## config.mk

```make
export PLATFORM = sky130hd
export DESIGN_NAME = prog_loader
export DESIGN_NICKNAME = d
export VERILOG_FILES = /design/src/rtl/prog_loader_pkg.sv /design/src/rtl/prog_word_packer.sv /design/src/rtl/prog_loader.sv
export SDC_FILE = /design/constraint.sdc
export NUM_CORES = 1
export LEC_CHECK = 0
export ABC_AREA = 1
export BUFFER_PORTS_ARGS = -buffer_cell sky130_fd_sc_hd__buf_2
export CAP_MARGIN = 5
export CORE_ASPECT_RATIO = 1.1
export CORE_MARGIN = 8
export CORE_UTILIZATION = 30
export CTS_CLUSTER_SIZE = 10
export DETAILED_ROUTE_END_ITERATION = 10
export GPL_TIMING_DRIVEN = 0
export PLACE_DENSITY = 0.52
export SYNTH_ARGS = -nofsm -noshare
export SYNTH_HDL_FRONTEND = slang
export SYNTH_HIERARCHICAL = 1
export SYNTH_SLANG_ARGS = --single-unit
```

## constraint.sdc

```tcl
create_clock -name clk -period 1.64 [get_ports clk]
set_input_delay 0.164 -clock clk [delete_from_list [all_inputs] [get_ports clk]]
set_output_delay 0.164 -clock clk [all_outputs]
set_load 0.03 [all_outputs]
```

## src/rtl/prog_loader_pkg.sv

```systemverilog
// Shared types and constants for the program loader.
package prog_loader_pkg;

  localparam int LEN_W      = 16;
  localparam int WORD_BYTES = 4;

  typedef enum logic [2:0] {
    LEN_LO,
    LEN_HI,
    DATA,
    CHK,
    DONE,
    ERR
  } loader_state_t;

  // States in which the loader is willing to take a byte from the host.
  function automatic logic state_accepts(loader_state_t s);
    return (s == LEN_LO) || (s == LEN_HI) || (s == DATA) || (s == CHK);
  endfunction

endpackage

```

## src/rtl/prog_word_packer.sv

```systemverilog
// Byte-in / 32-bit word-out packer, little-endian (first byte lands in bits [7:0]).
module prog_word_packer
  import prog_loader_pkg::*;
(
  input  logic        clk,
  input  logic        rst,
  input  logic        byte_valid_i,
  input  logic [7:0]  byte_i,
  output logic        last_byte_o,
  output logic        word_valid_o,
  output logic [31:0] word_o
);

  logic [1:0]  cnt_q;
  logic [23:0] shift_q;
  logic [31:0] word_q;
  logic        word_valid_q;

  assign last_byte_o  = (cnt_q == 2'(WORD_BYTES - 1));
  assign word_valid_o = word_valid_q;
  assign word_o       = word_q;

  // NOTE: non-blocking assignments so every register samples pre-edge values.
  always_ff @(posedge clk or posedge rst) begin
    if (rst) begin
      cnt_q        <= '0;
      shift_q      <= '0;
      word_q       <= '0;
      word_valid_q <= 1'b0;
    end else begin
      word_valid_q <= byte_valid_i && last_byte_o;
      if (byte_valid_i) begin
        cnt_q   <= cnt_q + 2'd1;
        shift_q <= {byte_i, shift_q[23:8]};
        // word_q holds the last completed word so imem_wdata stays stable between strobes.
        if (last_byte_o) word_q <= {byte_i, shift_q};
      end
    end
  end

endmodule

```

## src/rtl/prog_loader.sv

```systemverilog
// Program loader: LEN header + little-endian words into imem, core held in reset until done.
// Optional trailing XOR checksum byte enabled by defining PROG_LOADER_CHECKSUM_EN.
module prog_loader
  import prog_loader_pkg::*;
#(
  parameter int PROG_SIZE = 648,
  parameter int ADDR_W    = $clog2(PROG_SIZE)
) (
  input  logic              clk,
  input  logic              rst,
  input  logic              s_valid,
  input  logic [7:0]        s_data,
  output logic              s_ready,
  output logic              imem_we,
  output logic [ADDR_W-1:0] imem_addr,
  output logic [31:0]       imem_wdata,
  output logic              core_rst,
  output logic              done,
  output logic              error,
  output logic [ADDR_W:0]   words_loaded
);

  localparam logic [LEN_W-1:0] PROG_SIZE_L = LEN_W'(PROG_SIZE);

  loader_state_t     state_q, state_d;
  logic              s_ready_q;
  logic [7:0]        len_lo_q, len_lo_d;
  logic [LEN_W-1:0]  len_q, len_d;
  logic [ADDR_W:0]   words_loaded_q, words_loaded_d, wl_inc;
  logic [ADDR_W-1:0] imem_addr_q, imem_addr_d;
  logic              done_q, error_q, core_rst_q;
`ifdef PROG_LOADER_CHECKSUM_EN
  logic [7:0]        csum_q, csum_d;
`endif

  logic accept, data_byte, last_byte, word_done;

  assign accept    = s_valid && s_ready_q;
  assign data_byte = accept && (state_q == DATA);
  assign word_done = data_byte && last_byte;
  assign wl_inc    = words_loaded_q + {{ADDR_W{1'b0}}, 1'b1};

  prog_word_packer u_packer (
    .clk          (clk),
    .rst          (rst),
    .byte_valid_i (data_byte),
    .byte_i       (s_data),
    .last_byte_o  (last_byte),
    .word_valid_o (imem_we),
    .word_o       (imem_wdata)
  );

  // NOTE: every always_comb output gets a default first so no path infers a latch.
  always_comb begin
    state_d        = state_q;
    len_lo_d       = len_lo_q;
    len_d          = len_q;
    words_loaded_d = words_loaded_q;
    imem_addr_d    = imem_addr_q;
`ifdef PROG_LOADER_CHECKSUM_EN
    csum_d         = data_byte ? (csum_q ^ s_data) : csum_q;
`endif
    unique case (state_q)
      LEN_LO: if (accept) begin
        len_lo_d = s_data;
        state_d  = LEN_HI;
      end
      LEN_HI: if (accept) begin
        len_d   = {s_data, len_lo_q};
        state_d = ((len_d == '0) || (len_d > PROG_SIZE_L)) ? ERR : DATA;
      end
      DATA: if (word_done) begin
        // Address and count advance on the same edge that launches the write strobe.
        imem_addr_d    = words_loaded_q[ADDR_W-1:0];
        words_loaded_d = wl_inc;
        if (LEN_W'(wl_inc) == len_q) begin
`ifdef PROG_LOADER_CHECKSUM_EN
          state_d = CHK;
`else
          state_d = DONE;
`endif
        end
      end
      CHK: begin
`ifdef PROG_LOADER_CHECKSUM_EN
        if (accept) state_d = (s_data == csum_q) ? DONE : ERR;
`else
        state_d = ERR;
`endif
      end
      DONE:    state_d = DONE;
      ERR:     state_d = ERR;
      default: state_d = ERR;
    endcase
  end

  always_ff @(posedge clk or posedge rst) begin
    if (rst) begin
      state_q        <= LEN_LO;
      s_ready_q      <= 1'b0;
      len_lo_q       <= '0;
      len_q          <= '0;
      words_loaded_q <= '0;
      imem_addr_q    <= '0;
      done_q         <= 1'b0;
      error_q        <= 1'b0;
      core_rst_q     <= 1'b1;
`ifdef PROG_LOADER_CHECKSUM_EN
      csum_q         <= '0;
`endif
    end else begin
      state_q        <= state_d;
      s_ready_q      <= state_accepts(state_d);
      len_lo_q       <= len_lo_d;
      len_q          <= len_d;
      words_loaded_q <= words_loaded_d;
      imem_addr_q    <= imem_addr_d;
      // Status lags the state by one cycle, so done never coincides with the final strobe.
      done_q         <= (state_q == DONE);
      error_q        <= (state_q == ERR);
      core_rst_q     <= (state_q != DONE);
`ifdef PROG_LOADER_CHECKSUM_EN
      csum_q         <= csum_d;
`endif
    end
  end

  assign s_ready      = s_ready_q;
  assign imem_addr    = imem_addr_q;
  assign words_loaded = words_loaded_q;
  assign done         = done_q;
  assign error        = error_q;
  assign core_rst     = core_rst_q;

endmodule

```

==> run metrics <==
Startpoint Class flip-flop; run status finished with violations; layout cells sized above 1 23.5%; endpoint class of the critical path flip-flop; RSZ-0062 raised after global routing true; Switching Share 22.8%; fin crit period 1700 ps; TritonCTS clock tree built; Max Freq 587 MHz; CTS Buf Count 9; worst min-delay path category input port to flip-flop; R2R setup slack -60 ps; worst r2r src words_loaded[1]; area of the die 20700 sq um; Final GP Congestion 0.865; EDFF count, synth 0; CP Max Fanout 6; clk buf depth 2; Sw Pwr 1.13 mW; Top Ports 69; WL per Instance 14.0 um; Antenna Diode Count 0; post-route ant nets 0; area leader, netlist dfrtp_1; Global Route Usage Sum 12.7%; initial antenna violation count 0; Arr. time, crit path 1950 ps; GRT met3 Usage 4.00%; clock slew at reported path FFs 80 ps; Reg-to-Reg End state_q[1]; gr ovfl total 0; routed vias/inst 4.58; Clock Sink Count 111; ys async rst share 100%; Skew-Pair Late Insertion Delay 360 ps; Area Growth Syn to Fin 21.9%; Crit Path Class flip-flop to flip-flop; Mapped Cells 589; P_leak 3.31 nW; worst setup margin -62.6 ps; core area 16200 sq um; Mapped Area 4890 sq um; first-pass GRT wire length 20700 um; CP startpoint words_loaded[1]; Initial Util 30.2%; failing checks negative setup slack; syn avg cell area 8.31 sq um; first drt pass iteration count 5; # setup viols final 2; main area contributors after synthesis dfrtp_1 (56%), nand2_1 (19%), nand3_1 (5.7%); max-slew violation count 0; Synth Warn # 6; Yosys top cell area share 56.3%; GR Util met1 15.4%; Initial DRC Count 240; Main synth FF type dfrtp_1; Hold Worst Slack 58.3 ps; vias in the first global route 4164; GRT busiest layer met2; Seq pwr share 55.4%; H-tree Lvls 3; max_slew headroom 69.9%; Vias 4076; sequential element share of the synthesized area 56.8%; Die X 138 um; Root Buffer clkbuf_16; Final Hold Fails 0; Core Rows 49; drt total wl 12400 um; Max Cap Violations 0; nets 693; Pwr per Cell Area 827 nW/um^2; DRC viols 0; Max Clock Skew 9.53 ps; Worst EP required 1880 ps; total power 4.93 mW; die height 150 um; reg2reg path depth 11; worst slew pin tran 451 ps; grt met2 use 20.9%; DP Wirelength 9250 um; internal power 3.81 mW; worst setup path end state_q[1]; fin crit share 104%; Peak VDD IR 509 uV; Port Buf Inserts 68; Mapped Nets 602; Synth cell types 28; pin count of the biggest net entering global routing 42; Setup Slack @ Placement -117 ps; Seq cells post-synth 111; logic gate share of total power 2.2%; clock network power share 42.4%
[cells by family (layout without fill, tap and decap cells)]
group	count (synthesis)	count (layout)	share of synthesized area, %
DFF	111	111	56.8
and+or+nand+nor	351	351	30.3
buffers and inverters	74	170	6.85
xor gates and xnor gates	1	1	0.179
muxes	1	1	0.230
AOI/OAI and AO/OA	49	49	5.12
adders and majority gates	2	2	0.511
[worst min-delay path by stage]
stage	startpoint	end	depth (start not counted)
floorplan	s_data[0]	u_packer/shift_q[16]	2
global placement	s_data[4]	u_packer/shift_q[20]	3
detailed placement	rst	u_packer/word_o[28]	2
CTS	s_data[4]	u_packer/shift_q[20]	3
global route	s_data[3]	u_packer/word_o[27]	3
finish	s_data[4]	u_packer/shift_q[20]	3
[metal layers]
layer | routed length, um | vias to the layer above
met1 | 5680 | 1937
met5 | 0 | -
met2 | 5880 | 106
li1 | - | 2017
met4 | 204 | 0
met3 | 692 | 16
[critical path, stage by stage (launching register included)]
cell,delay [ps]
dfrtp_2,430
buf_6,120
nand3_4,90
nor2_4,210
buf_4,140
nand3_1,100
nand3b_1,120
nand2_1,70
nor2_2,150
nand2_2,80
nand2_1,60
nand2_1,40
[Yosys cell counts, types with 3 or more instances]
master,n
nand2_1,253
dfrtp_1,110
nand3_1,56
inv_1,47
o21ai_0,38
nor2_1,17
buf_2,9
o21ai_1,7
buf_4,6
nand2_2,6
nor3_1,5
clkbuf_1,4
inv_2,4
nor2_2,4
buf_6,3
nor2_4,3
[what timing repair did]
| action | CTS | global route |
|---|---|---|
| hold endpoints to repair | 36 | 0 |
| gates resized for setup | 3 | 27 |
| buffers inserted | 4 | 5 |
| setup endpoints to repair | 13 | 46 |
| hold buffers | 1 | 0 |
| gates cloned | 0 | 0 |
| pin swaps | 2 | 6 |
[state kept, by name (all words and copies together), names as in the netlist, 2 cells and up]
| register | cells |
|---|---|
| state_q | 3 |
| words_loaded | 11 |
| len_q | 16 |
| u_packer/shift_q | 24 |
| len_lo_q | 8 |
| u_packer/word_o | 32 |
| u_packer/cnt_q | 2 |
| imem_addr | 10 |
[cells in the final DEF, fill, tap and decap left out, drive strengths merged]
cell	synthesis	final
mux2	1	1
inv	51	55
clkinvlp	0	1
dfstp	1	1
a21oi	2	2
clkbuf	5	13
o21ai	45	45
dlygate4sd3	0	1
clkinv	0	2
nand4	2	2
nor3	5	5
nand2	259	259
dfrtp	110	110
buf	18	98
nand3b	2	2
ha	2	2
o211ai	1	1
xor2	1	1
nor2	25	25
o21bai	1	1
nand3	58	58
[power by group through the flow]
| stage | logic (mW) | clock network (mW) | registers, mW |
|---|---|---|---|
| floorplan | 0.0504 | 0 | 2.79 |
| global placement | 0.0961 | 0 | 2.79 |
| detailed placement | 0.111 | 0 | 2.79 |
| CTS | 0.112 | 2.19 | 2.73 |
| global route | 0.123 | 2.29 | 2.73 |
| finish | 0.107 | 2.09 | 2.73 |
[layout make-up]
cell class	instances	area, sq um
fill	1694	10200
sequential	111	2790
multi-input combinational	404	1840
timing repair buffer	80	462
tap	204	255
clock buffer	9	225
inverter	51	191
buffer	23	148
clock inverter	7	52.6
[per-stage QoR]
step | std cells | cell area, sq um | utilization, % | TNS (ps)
global route | 889 | 5960 | 36.9 | -442
finish | 889 | 5960 | 36.9 | -76.3
floorplan | 589 | 4910 | - | 0
CTS | 884 | 5870 | 36.3 | -34.6
detailed placement | 863 | 5540 | 34.3 | -186
global placement | 861 | 5500 | 34.0 | -65740
No activity file was read; power rests on OpenSTA's default activity.
